<file path="src/rtl/lcd_write_arbiter_pkg.sv">
// Shared constants, field positions, state encoding and word helpers
// for the LCD write-port arbiter.
package lcd_pkg;

    localparam logic [15:0] LCD_DEV_ADDR_DEFAULT = 16'h0071;

    localparam int LINE_BIT = 15;
    localparam int COL_MSB  = 14;
    localparam int COL_LSB  = 11;

    localparam logic [7:0] CHAR_SPACE   = 8'h20;
    localparam int         CLEAR_WRITES = 32;

    typedef enum logic [1:0] {
        IDLE,
        ISSUE,
        GAP,
        CLEAR
    } state_t;

    // Bits between the column field and the character are reserved and must reach the LCD as 0.
    function automatic logic [15:0] mask_word(input logic [15:0] word);
        logic [15:0] masked;
        masked = word;
        masked[COL_LSB-1:8] = '0;
        return masked;
    endfunction

    function automatic logic [15:0] clear_word(input logic [4:0] idx);
        logic [15:0] word;
        word = {8'h00, CHAR_SPACE};
        word[LINE_BIT] = idx[4];
        word[COL_MSB:COL_LSB] = idx[3:0];
        return word;
    endfunction

endpackage

</file>
<file path="src/rtl/lcd_write_arbiter_if.sv">
// Requester handshake and LCD DEVICE/DATA bus bundle; the arbiter is the slave,
// the requesters/environment drive the master side.
interface lcd_write_arbiter_if;

    logic [1:0]  req;
    logic [15:0] req_word0;
    logic [15:0] req_word1;
    logic [1:0]  lock;
    logic [1:0]  ack;
    logic        clr_req;
    logic        clr_busy;
    logic [15:0] dev_out;
    logic [15:0] data_out;
    logic        busy;

    modport slave (
        input  req, req_word0, req_word1, lock, clr_req,
        output ack, clr_busy, dev_out, data_out, busy
    );

    modport master (
        output req, req_word0, req_word1, lock, clr_req,
        input  ack, clr_busy, dev_out, data_out, busy
    );

endinterface

</file>
<file path="src/rtl/lcd_rr_arbiter.sv">
// Two-way round-robin arbiter with a per-requester lock that pins the grant
// to the most recent winner.
module lcd_rr_arbiter (
    input  logic       clk,
    input  logic       rst,
    input  logic [1:0] req,
    input  logic [1:0] lock,
    input  logic       en,
    output logic [1:0] grant,
    output logic       grant_valid,
    output logic       lock_active
);

    logic       last_grant;
    logic [1:0] eligible;

    // A held lock excludes the other requester even when the holder has nothing pending.
    always_comb begin
        lock_active = lock[last_grant];
        eligible    = req;
        if (lock_active) begin
            eligible = req & (last_grant ? 2'b10 : 2'b01);
        end
        if (eligible == 2'b11) begin
            grant = last_grant ? 2'b01 : 2'b10;
        end else begin
            grant = eligible;
        end
        grant_valid = |grant;
    end

    always_ff @(posedge clk) begin
        if (rst) begin
            last_grant <= 1'b1;
        end else if (en && grant_valid) begin
            last_grant <= grant[1];
        end
    end

endmodule

</file>
<file path="src/rtl/lcd_write_arbiter.sv">
// Arbitrates and paces writes to the LCD character buffer (hold then gap per write).
// Define LCD_CLEAR_EN to add the 32-write full-screen clear sequencer.
module lcd_write_arbiter
    import lcd_pkg::*;
#(
    parameter logic [15:0] LCD_DEV_ADDR = LCD_DEV_ADDR_DEFAULT,
    parameter int          HOLD_CYCLES  = 2,
    parameter int          GAP_CYCLES   = 1
) (
    input logic                clk_LCD,
    input logic                rst,
    lcd_write_arbiter_if.slave bus
);

    localparam int MAX_CYCLES = (HOLD_CYCLES > GAP_CYCLES) ? HOLD_CYCLES : GAP_CYCLES;
    localparam int CNT_W      = $clog2(MAX_CYCLES + 1);
    localparam logic [CNT_W-1:0] HOLD_LOAD = CNT_W'(HOLD_CYCLES - 1);
    localparam logic [CNT_W-1:0] GAP_LOAD  = CNT_W'((GAP_CYCLES > 0) ? GAP_CYCLES - 1 : 0);

    state_t           state, state_next;
    logic [CNT_W-1:0] cnt, cnt_next;
    logic [15:0]      data_reg, data_next;
    logic [1:0]       ack_reg, ack_next;
    logic             write_done;
    logic             arb_en;
    logic [1:0]       grant;
    logic             grant_valid;
    logic             lock_active;

`ifdef LCD_CLEAR_EN
    logic       clr_active, clr_active_next;
    logic [4:0] clr_idx, clr_idx_next;
`else
    logic unused_clr_req;
    assign unused_clr_req = bus.clr_req;
`endif

    lcd_rr_arbiter u_arb (
        .clk        (clk_LCD),
        .rst        (rst),
        .req        (bus.req),
        .lock       (bus.lock),
        .en         (arb_en),
        .grant      (grant),
        .grant_valid(grant_valid),
        .lock_active(lock_active)
    );

    // The pacing counter is reloaded on every state entry and counts down to zero.
    always_comb begin
        state_next = state;
        cnt_next   = cnt;
        data_next  = data_reg;
        ack_next   = 2'b00;
        arb_en     = 1'b0;
        write_done = 1'b0;
`ifdef LCD_CLEAR_EN
        clr_active_next = clr_active;
        clr_idx_next    = clr_idx;
`endif
        case (state)
            IDLE: begin
`ifdef LCD_CLEAR_EN
                if (bus.clr_req && !lock_active) begin
                    state_next      = CLEAR;
                    clr_active_next = 1'b1;
                    clr_idx_next    = '0;
                end else
`endif
                if (grant_valid) begin
                    arb_en     = 1'b1;
                    state_next = ISSUE;
                    cnt_next   = HOLD_LOAD;
                    ack_next   = grant;
                    data_next  = mask_word(grant[1] ? bus.req_word1 : bus.req_word0);
                end
            end
            ISSUE: begin
                if (cnt != '0) begin
                    cnt_next = cnt - CNT_W'(1);
                end else if (GAP_CYCLES > 0) begin
                    state_next = GAP;
                    cnt_next   = GAP_LOAD;
                end else begin
                    write_done = 1'b1;
                end
            end
            GAP: begin
                if (cnt != '0) begin
                    cnt_next = cnt - CNT_W'(1);
                end else begin
                    write_done = 1'b1;
                end
            end
`ifdef LCD_CLEAR_EN
            CLEAR: begin
                state_next = ISSUE;
                cnt_next   = HOLD_LOAD;
                data_next  = clear_word(clr_idx);
            end
`endif
            default: state_next = IDLE;
        endcase

        if (write_done) begin
            state_next = IDLE;
`ifdef LCD_CLEAR_EN
            if (clr_active) begin
                if (clr_idx == 5'(CLEAR_WRITES - 1)) begin
                    clr_active_next = 1'b0;
                end else begin
                    state_next   = CLEAR;
                    clr_idx_next = clr_idx + 5'd1;
                end
            end
`endif
        end
    end

    always_ff @(posedge clk_LCD) begin
        if (rst) begin
            state    <= IDLE;
            cnt      <= '0;
            data_reg <= '0;
            ack_reg  <= '0;
        end else begin
            state    <= state_next;
            cnt      <= cnt_next;
            data_reg <= data_next;
            ack_reg  <= ack_next;
        end
    end

`ifdef LCD_CLEAR_EN
    always_ff @(posedge clk_LCD) begin
        if (rst) begin
            clr_active <= 1'b0;
            clr_idx    <= '0;
        end else begin
            clr_active <= clr_active_next;
            clr_idx    <= clr_idx_next;
        end
    end

    assign bus.clr_busy = clr_active;
`else
    assign bus.clr_busy = 1'b0;
`endif

    assign bus.dev_out  = (state == ISSUE) ? LCD_DEV_ADDR : 16'h0000;
    assign bus.data_out = data_reg;
    assign bus.ack      = ack_reg;
    assign bus.busy     = (state != IDLE);

endmodule

</file>
<file path="src/flat_wrapper.sv">
// flat-port wrapper written by rule: the top's interface ports become plain ports
module lcd_write_arbiter_flat import lcd_pkg::*;
#(
    parameter logic [15:0] LCD_DEV_ADDR = LCD_DEV_ADDR_DEFAULT,
    parameter int          HOLD_CYCLES  = 2,
    parameter int          GAP_CYCLES   = 1
)
  (clk_LCD, rst, bus_req, bus_req_word0, bus_req_word1, bus_lock, bus_clr_req, bus_ack, bus_clr_busy, bus_dev_out, bus_data_out, bus_busy);
  lcd_write_arbiter_if bus_i ();
  input logic clk_LCD;
  input logic rst;
  input wire logic [$bits(bus_i.req)-1:0] bus_req;
  input wire logic [$bits(bus_i.req_word0)-1:0] bus_req_word0;
  input wire logic [$bits(bus_i.req_word1)-1:0] bus_req_word1;
  input wire logic [$bits(bus_i.lock)-1:0] bus_lock;
  input wire logic [$bits(bus_i.clr_req)-1:0] bus_clr_req;
  output wire logic [$bits(bus_i.ack)-1:0] bus_ack;
  output wire logic [$bits(bus_i.clr_busy)-1:0] bus_clr_busy;
  output wire logic [$bits(bus_i.dev_out)-1:0] bus_dev_out;
  output wire logic [$bits(bus_i.data_out)-1:0] bus_data_out;
  output wire logic [$bits(bus_i.busy)-1:0] bus_busy;
  assign bus_i.req = bus_req;
  assign bus_i.req_word0 = bus_req_word0;
  assign bus_i.req_word1 = bus_req_word1;
  assign bus_i.lock = bus_lock;
  assign bus_i.clr_req = bus_clr_req;
  assign bus_ack = bus_i.ack;
  assign bus_clr_busy = bus_i.clr_busy;
  assign bus_dev_out = bus_i.dev_out;
  assign bus_data_out = bus_i.data_out;
  assign bus_busy = bus_i.busy;
  lcd_write_arbiter #(.LCD_DEV_ADDR(LCD_DEV_ADDR), .HOLD_CYCLES(HOLD_CYCLES), .GAP_CYCLES(GAP_CYCLES)) u_core (.clk_LCD(clk_LCD), .rst(rst), .bus(bus_i));
endmodule
</file>
<file path="config.mk">
export PLATFORM = sky130hd
export DESIGN_NAME = lcd_write_arbiter_flat
export DESIGN_NICKNAME = d
export VERILOG_FILES = /design/src/rtl/lcd_write_arbiter_pkg.sv /design/src/rtl/lcd_write_arbiter_if.sv /design/src/rtl/lcd_rr_arbiter.sv /design/src/rtl/lcd_write_arbiter.sv /design/src/flat_wrapper.sv
export SDC_FILE = /design/constraint.sdc
export NUM_CORES = 1
export LEC_CHECK = 0
export CAP_MARGIN = 40
export CELL_PAD_IN_SITES_DETAIL_PLACEMENT = 2
export CELL_PAD_IN_SITES_GLOBAL_PLACEMENT = 2
export CORE_MARGIN = 4
export CORE_UTILIZATION = 19
export CTS_BUF_LIST = sky130_fd_sc_hd__clkbuf_16
export DETAILED_ROUTE_END_ITERATION = 10
export PLACE_DENSITY = 0.86
export SLEW_MARGIN = 15
export SYNTH_ARGS = -nofsm -noshare
export SYNTH_HDL_FRONTEND = slang
export SYNTH_SLANG_ARGS = --single-unit
</file>
<file path="constraint.sdc">
create_clock -name clk_LCD -period 1.5 [get_ports clk_LCD]
set_input_delay 0.225 -clock clk_LCD [delete_from_list [all_inputs] [get_ports clk_LCD]]
set_output_delay 0.225 -clock clk_LCD [all_outputs]
set_load 0.05 [all_outputs]
</file>
## After elaboration in Yosys (flattened, before gate mapping)

Cells that the tools add are included.

- Bits of input ports: 39
- Output and inout bits: 36
- Register bits after elaboration: 20

- Muxes and demuxes: 18
- Add/sub/neg operators: 1
- $lt $le $gt $ge: 1
- Bitwise logic cells: 4
- Equal/unequal tests: 6
- Reductions and logical operators: 11

Operators by type and width:

| operator | count |
|---|---|
| $mux 16 | 1 |
| $mux 2 | 8 |
| $pmux 2 s3 | 2 |
| $mux 7 | 1 |
| $mux 1 | 6 |
| $reduce_and 3->1 | 2 |
| $eq 2x2->1 const B | 2 |
| $ne 2x2->1 const B | 2 |
| $reduce_bool 2->1 | 2 |
| $reduce_or 2->1 | 2 |
| $not 1->1 | 3 |
| $reduce_bool 3->1 | 1 |
| $reduce_or 3->1 | 1 |
| $and 2x2->2 | 1 |
| $eq 2x1->1 const B | 1 |
| $logic_not 2->1 | 1 |
| $lt 1x2->1 const B | 1 |
| $ne 2x1->1 const B | 1 |
| $reduce_and 2->1 | 1 |
| $sub 2x1->2 const B | 1 |
| $logic_and 1x1->1 | 1 |

## Logic depth before layout (Yosys ltp)

Gate-level depths: netlist of the first run.

- Depth in word-level cells: 9
- Gate-level depth with buffers: 8
- Mapped depth without buffers: 6

## Hierarchy

A second synthesis of the first run with hierarchy kept.

- Cells, all modules: 137
- Area total of the unflattened synthesis: 1260.0 um^2

Modules (own cells, without submodules):

| module | instances | cells an instance | seq. area each (um^2) | area each (um^2) |
|---|---|---|---|---|
| lcd_write_arbiter | 1 | 123 | 380.4 | 1156.1 |
| lcd_rr_arbiter | 1 | 14 | 20.0 | 103.8 |

## Worst setup path before layout of the first run

OpenSTA, ideal clock, no wires.

- Kind: flip-flop to flip-flop
- Start: register u_core.state[0]
- End: register u_core.data_reg[0], in the netlist u_core.bus.data_out[0]
- Path slack: -306 ps
- Arrival time: 1725 ps
- Data required time: 1419 ps
- Stages on the path, launching flop included: 9
- Library setup time: 81 ps
- Cells stage by stage: dfxtp_1 -> inv_1 -> ha_1 -> inv_1 -> a21oi_2 -> and2_4 -> buf_6 -> buf_8 -> a211oi_2

- Word-level cells in the longest chain between the ends: 2

RTL lines:

| element | line | text |
|---|---|---|
| from (decl) | lcd_write_arbiter.sv:20 | `state_t state, state_next;` |
| from (signal assigned) | lcd_write_arbiter.sv:127 | `state <= state_next;` |
| $logic_not 2->1 | lcd_write_arbiter.sv:61 | `case (state)` |
| $reduce_and 2->1 (no source line) | -- |  |
| to (signal assigned) | lcd_write_arbiter.sv:129 | `data_reg <= data_next;` |
| to (decl) | lcd_write_arbiter.sv:22 | `logic [15:0] data_reg, data_next;` |

Every way passes these cells.
A chain may end at the register's enable or synchronous reset.

## Final worst setup path of the first run

- Start: register u_core.state[1]
- End: register u_core.data_reg[15], in the netlist u_core.bus.data_out[15]

The elaborated chain is that of the path after synthesis.

==> results of run 1 <==
worst register-to-register path, stage by stage (launching register included):
cell and delay, ns:
dfxtp_4 0.35, inv_4 0.08, ha_4 0.16, clkinvlp_4 0.13, a21oi_4 0.26, buf_12 0.17
a21oi_4 0.06, a211oi_2 0.23
report_power, final:
| group | internal, uW | leakage, uW | switching (uW) |
|---|---|---|---|
| Sequential | 709 | 0.000167 | 123 |
| Combinational | 1350 | 0.000805 | 1750 |
| Clock | 530 | 0.0000511 | 216 |
cell families (layout without fill, tap and decap cells):
family / after synthesis / after routing / synth area share [%]
compound gates: 44 / 44 / 25.9
buf+inv: 33 / 86 / 16.1
simple gates: 21 / 22 / 10.9
flops: 20 / 20 / 29.3
mux: 14 / 14 / 10.2
fa+ha+maj: 8 / 8 / 7.32
other cells: 1 / 16 / 0.274
layout make-up:
| class | instances | area share, % |
|---|---|---|
| Multi-Input combinational cell | 104 | 39.0 |
| Timing Repair Buffer | 75 | 32.9 |
| Sequential cell | 20 | 17.2 |
| Tap cell | 96 | 5.09 |
| Clock buffer | 3 | 3.18 |
| Inverter | 7 | 1.38 |
| Clock inverter | 1 | 1.27 |
per-stage QoR:
step	total power, uW	TNS (ns)
2_1_floorplan	2560	-2.11
3_3_place_gp	3390	-3.92
3_5_place_dp	3460	-4.77
4_1_cts	4390	-0.0187
5_1_grt	4890	-0.999
6_report	4670	-0.0832
path summary, 6_finish.rpt:
check	to	slack (ns)	cells past startpoint
worst min-delay path	u_core.bus.ack[0]	0.42	3
worst min register to register	u_core.cnt[0]	0.50	2
worst max register to register	u_core.bus.data_out[15]	-0.03	7
worst max-delay path	u_core.bus.data_out[15]	-0.03	7
layer usage:
metal	global-route usage, %	vias to the layer above	routed length [um]
met3	2.03	2	254
met2	20.2	36	2860
met4	2.56	0	23
met5	0	-	0
li1	-	612	-
met1	12.6	646	2030
Yosys cell counts:
| master | n |
|---|---|
| a211oi_2 | 11 |
| buf_4 | 20 |
| clkbuf_1 | 2 |
| nand3_4 | 1 |
| a211oi_1 | 3 |
| nand2_1 | 5 |
| ha_1 | 8 |
| dfxtp_1 | 20 |
| a31oi_1 | 1 |
| nand4_1 | 2 |
| buf_8 | 1 |
| and2_4 | 1 |
| nor3b_2 | 1 |
| nor2b_1 | 1 |
| nand2b_1 | 2 |
| and3_1 | 2 |
| inv_1 | 7 |
| a21oi_2 | 1 |
| conb_1 | 1 |
| nor3b_1 | 1 |
| a21o_4 | 1 |
| o311ai_0 | 1 |
| nand3_1 | 2 |
| o41ai_1 | 1 |
| nand2b_4 | 1 |
| a21boi_0 | 1 |
| o31ai_1 | 1 |
| mux2i_1 | 14 |
| a211o_1 | 1 |
| a21o_1 | 1 |
| o21ai_0 | 1 |
| and4_1 | 1 |
| buf_6 | 1 |
| nand3b_1 | 1 |
| a2111oi_2 | 1 |
| buf_2 | 2 |
| a21oi_1 | 19 |
layout by cell type (no fill, tap or decap), drive strengths merged, types with 2 or more instances in the layout:
master         Yosys  routed
a211oi            14      14
inv                7       6
clkbuf             2       3
nor3b              2       2
and3               2       2
nand2              5       5
ha                 8       8
and2               1       2
conb               1      16
nand4              2       2
nand2b             3       3
clkdlybuf4s50      0      28
buf               24      44
a21o               2       2
dlymetal6s2s       0       2
a21oi             20      20
dfxtp             20      20
nand3              3       3
mux2i             14      14
repair_timing:
action / 4_1_cts / 5_1_grt
gates resized for setup: 10 / 21
cloned: 1 / 0
hold endpoints to repair: 0 / 0
setup endpoints to repair: 22 / 21
pin swaps: 4 / 15
setup buffers: 1 / 6
==> flow_summary.ini, run 1 <==
[status]
outcome = complete, but fails checks
violations = setup timing

[final_layout]
drive_gt1_share_pct = 41.0
final_cells = 306
regArea_um2 = 407
multi_input_area_um2 = 921
largest_reg_flops = 13
final_cell_area_um2 = 2360
n_fill_cell = 777
area_growth_pct = 72.6
num_antenna_cells = 0
fin_nets = 258
final_util_pct = 34.2

[detailed_routing]
wire_per_inst_um = 16.9
num_vias = 1296
routed_wl_um = 5170
remaining_drc_errors = 0
first_pass_iters = 6
drtAntennaViolNets = 0
dr.first_iter.drc_count = 72
post_drt_via_cell_ratio = 4.24

[critical_path]
cp-end-kind = register
path_buf_inv = 3
arrival_ns = 1.69
critPathRequiredTime_ns = 1.66
rr_startpoint = u_core.state[1]
start_kind = register
cp_common_cell = a21oi_4
cp_cell_sequence = inv_4 > ha_4 > clkinvlp_4 > a21oi_4 > buf_12 > a21oi_4 > a211oi_2
critPathSlowestCell = dfxtp_4
critPathMaxFanout = 7
cpPeakStageDelay_ns = 0.35
critical_path_class = reg2reg
cp_top_family = compound AO/OA/AOI/OAI gates
startpoint = u_core.state[1]

[timing]
setup_viol = 6
finalCriticalPeriod_ns = 1.53
report.final.slew_viol_count = 0
fin_crit_sh_pct = 102
grt_setup_unrepaired = true
fin_ws_ns = -0.0338
clock_skew_ns = 0.00182
hold_viol = 0
holdWs_ns = 0.416
fmax_ghz = 0.652

[grt]
antenna_found_initial = 0
grtUsageTotal_pct = 10.8
grt_pass1_wl_um = 7400
grt_pass1_vias = 1405
grt_max_degree = 16
grt_overflow = 0

[pwr]
p_leak_uw = 0.00102
p_per_area_nw_per_um2 = 1980
irDropWorstVdd_mv = 0.398

[run]
cap_violations = 0

[clock_tree]
cts_tree = yes
clockBufferDepth = 2
numCtsBuffers = 3
htreeDepth = 1
root_buffer = clkbuf_16
ctsHoldBuffers = 0
clock-sinks = 20
clkLatencyLatePin_ns = 0.25
path_clk_slew_ns = 0.06

[floorplanning]
ioPinCount = 75
fp.dieH_um = 92.8
row_count = 30
start_util_pct = 19.8
dieArea_um2 = 8620
die_w_um = 92.8
core-area_um2 = 6910

[place]
dp.cells = 294
post-place-ws_ns = -0.278
postPlaceCellArea_um2 = 2060
routabilityCongestion = 0.767
dp_hpwl_um = 3500
port_buffers = 51

[logic_synthesis]
syn_area_per_cell_um2 = 9.70
synth_top_area_share_pct = 29.3
synth_cell_types = 37
ys.warnings.count = 0
synthTopCellsByArea = dfxtp_1, buf_4, mux2i_1
synth_cells = 141
yosysSeqAreaShare_pct = 29.3
syn-cell-area_um2 = 1370
yosys.area.top_type = dfxtp_1
ys_ff_latch = 20

[worst_hold_path]
min-delay-start = bus_lock[1]
min_path_type = in2reg
Note: power is estimated with default switching activity, not from simulation.
==> run 2: changes to the inputs <==
--- a/config.mk
+++ b/config.mk
@@ -5,6 +5,7 @@
 export SDC_FILE = /design/constraint.sdc
 export NUM_CORES = 1
 export LEC_CHECK = 0
+export ABC_CLOCK_PERIOD_IN_PS = 1500
 export CAP_MARGIN = 40
 export CELL_PAD_IN_SITES_DETAIL_PLACEMENT = 2
 export CELL_PAD_IN_SITES_GLOBAL_PLACEMENT = 2
==> results of run 2 <==
Final layout, timing and power as in run 1 (identical DEF).
==> run 3: changes to the inputs <==
--- a/config.mk
+++ b/config.mk
@@ -5,16 +5,16 @@
 export SDC_FILE = /design/constraint.sdc
 export NUM_CORES = 1
 export LEC_CHECK = 0
-export ABC_CLOCK_PERIOD_IN_PS = 1500
+export ABC_CLOCK_PERIOD_IN_PS = 1600
 export CAP_MARGIN = 40
 export CELL_PAD_IN_SITES_DETAIL_PLACEMENT = 2
 export CELL_PAD_IN_SITES_GLOBAL_PLACEMENT = 2
 export CORE_MARGIN = 4
-export CORE_UTILIZATION = 19
+export CORE_UTILIZATION = 21
 export CTS_BUF_LIST = sky130_fd_sc_hd__clkbuf_16
+export CTS_CLUSTER_SIZE = 30
 export DETAILED_ROUTE_END_ITERATION = 10
-export PLACE_DENSITY = 0.86
-export SLEW_MARGIN = 15
+export PLACE_DENSITY = 0.89
 export SYNTH_ARGS = -nofsm -noshare
 export SYNTH_HDL_FRONTEND = slang
 export SYNTH_SLANG_ARGS = --single-unit
==> constraint.sdc (replaced) <==
create_clock -name clk_LCD -period 1.6 [get_ports clk_LCD]
set_input_delay 0.24 -clock clk_LCD [delete_from_list [all_inputs] [get_ports clk_LCD]]
set_output_delay 0.24 -clock clk_LCD [all_outputs]
set_load 0.05 [all_outputs]
==> run 3 against run 2 <==
  * The flow now finishes without violations
  * Largest power group unchanged
  * Count of clock-buffer cells in the layout unchanged
  * Critical endpoint is now bus_dev_out[6]
  * Non-clock buffer count decreased by 8
  * Setup slack improved by 0.085 ns
  * Sequential cell count did not move
  * Critical path depth decreased by 3
  * Cell count down 9.2%
==> flow_summary.ini, run 3 (same netlist as run 1, synthesis figures left out) <==
[status]
outcome = completed

[grt]
grtUsageTotal_pct = 11.2
grt_overflow = 0
grt_max_degree = 16
grt_pass1_wl_um = 6880
antenna_found_initial = 0
grt_pass1_vias = 1368

[final_layout]
final_util_pct = 33.0
num_antenna_cells = 0
final_cell_area_um2 = 2100
fin_nets = 249
largest_reg_flops = 13
drive_gt1_share_pct = 31.8
layout_common_cells = clkdlybuf4s50_1, buf_4, a21oi_1
area_growth_pct = 53.4
mostFrequentLayoutCell = clkdlybuf4s50_1

[floorplanning]
core-area_um2 = 6350
ioPinCount = 75
dieArea_um2 = 7870
fp.dieH_um = 88.7
die_w_um = 88.7
row_count = 29
start_util_pct = 21.5

[timing]
grt_setup_unrepaired = true
fin_ws_ns = 0.0512
holdWs_ns = 0.504
setup_viol = 0
clock_skew_ns = 0.00284
fin_crit_sh_pct = 96.8
hold_viol = 0
finalCriticalPeriod_ns = 1.55
fmax_ghz = 0.646
tns_ns = 0
report.final.slew_viol_count = 0

[clock_tree]
path_clk_slew_ns = 0.06
clock-sinks = 20
ctsHoldBuffers = 0
clkLatencyLatePin_ns = 0.26
htreeDepth = 1
clockBufferDepth = 2
cts_tree = yes
root_buffer = clkbuf_16
numCtsBuffers = 3

[detailed_routing]
remaining_drc_errors = 0
wl_met3_um = 176
drt-met1-wl_um = 1690
route.top_layer_used = met4
met2WireLength_um = 2450
routed_wl_um = 4430
post_drt_via_cell_ratio = 4.41
num_vias = 1226
dr.first_iter.drc_count = 33
drtAntennaViolNets = 0
first_pass_iters = 3
wire_per_inst_um = 15.9

[critical_path]
critical_path_class = reg2out
cp_top_family = buffers and inverters
arrival_ns = 1.31
cpPeakStageDelay_ns = 0.33
critPathRequiredTime_ns = 1.36
start_kind = register
cp-end-kind = output pin
cp_cell_sequence = inv_2 > ha_2 > buf_4 > buf_12
critPathSlowestCell = dfxtp_2
critPathMaxFanout = 5
path_buf_inv = 3

[place]
postPlaceCellArea_um2 = 1940
routabilityCongestion = 0.803
post-place-ws_ns = -0.179
port_buffers = 51
dp_hpwl_um = 3560

[worst_hold_path]
min_path_type = reg2reg

[pwr]
p_per_area_nw_per_um2 = 1810
irDropWorstVdd_mv = 0.620
p_leak_uw = 0.000912

[run]
cap_violations = 0
==> run 3: cell count changes in the layout (fill, tap and decap cells not counted), sizes merged <==
cell and change:
and2 -1, dlygate4sd2 -1, clkdlybuf4s50 +3, clkinv +1, bufinv -1, dlymetal6s2s -2, buf -8
==> run 3: metrics by stage <==
step                      power, uW  instances
after detailed placement       3110        267
after CTS                      3740        274
after global placement         3010        267
after global routing           4010        278
after floorplan                2400        156
final                          3800        278
==> run 3: path summary, 6_finish.rpt <==
check | start | end | slack [ns] | depth (start not counted)
setup reg to reg | u_core.state[0] | u_core.state[0] | 0.09 | 7
hold reg to reg | u_core.state[0] | u_core.state[0] | 0.50 | 2
hold / removal | u_core.state[0] | u_core.state[0] | 0.50 | 2
setup / recovery | u_core.state[1] | bus_dev_out[6] | 0.05 | 4
==> run 3: cell type report <==
cell class                 instances  area (um2)
tap                               77        96.3
fill                             694        4250
timing repair buffer              67         657
sequential                        20         403
clock buffer                       3        75.1
inverter                           7        30.0
multi-input combinational        103         833
clock inverter                     1        3.75
==> run 3: what timing repair did <==
| action | 4_1_cts | 5_1_grt |
|---|---|---|
| setup buffers | 3 | 3 |
| gates resized for setup | 1 | 3 |
| pin swaps | 1 | 1 |
| gates cloned | 0 | 1 |
| setup endpoints to repair | 5 | 19 |
==> run 3: worst min-delay path: cells and delay by family (launching register included) <==
family	cells	cell delay [ns]
AND/OR/NAND/NOR	1	0.06
flip-flops	1	0.35
multiplexers	1	0.06
==> run 3: report_power, final <==
part           total [uW]  switching, uW  internal (uW)
registers             768            110            658
logic                2500           1460           1040
clock network         531            198            334
==> run 3: routing by layer <==
metal | vias to the layer above | track usage, %
met2 | 37 | 20.3
met3 | 10 | 0.838
met1 | 588 | 13.2
met4 | 0 | 5.63
met5 | - | 0
li1 | 591 | -
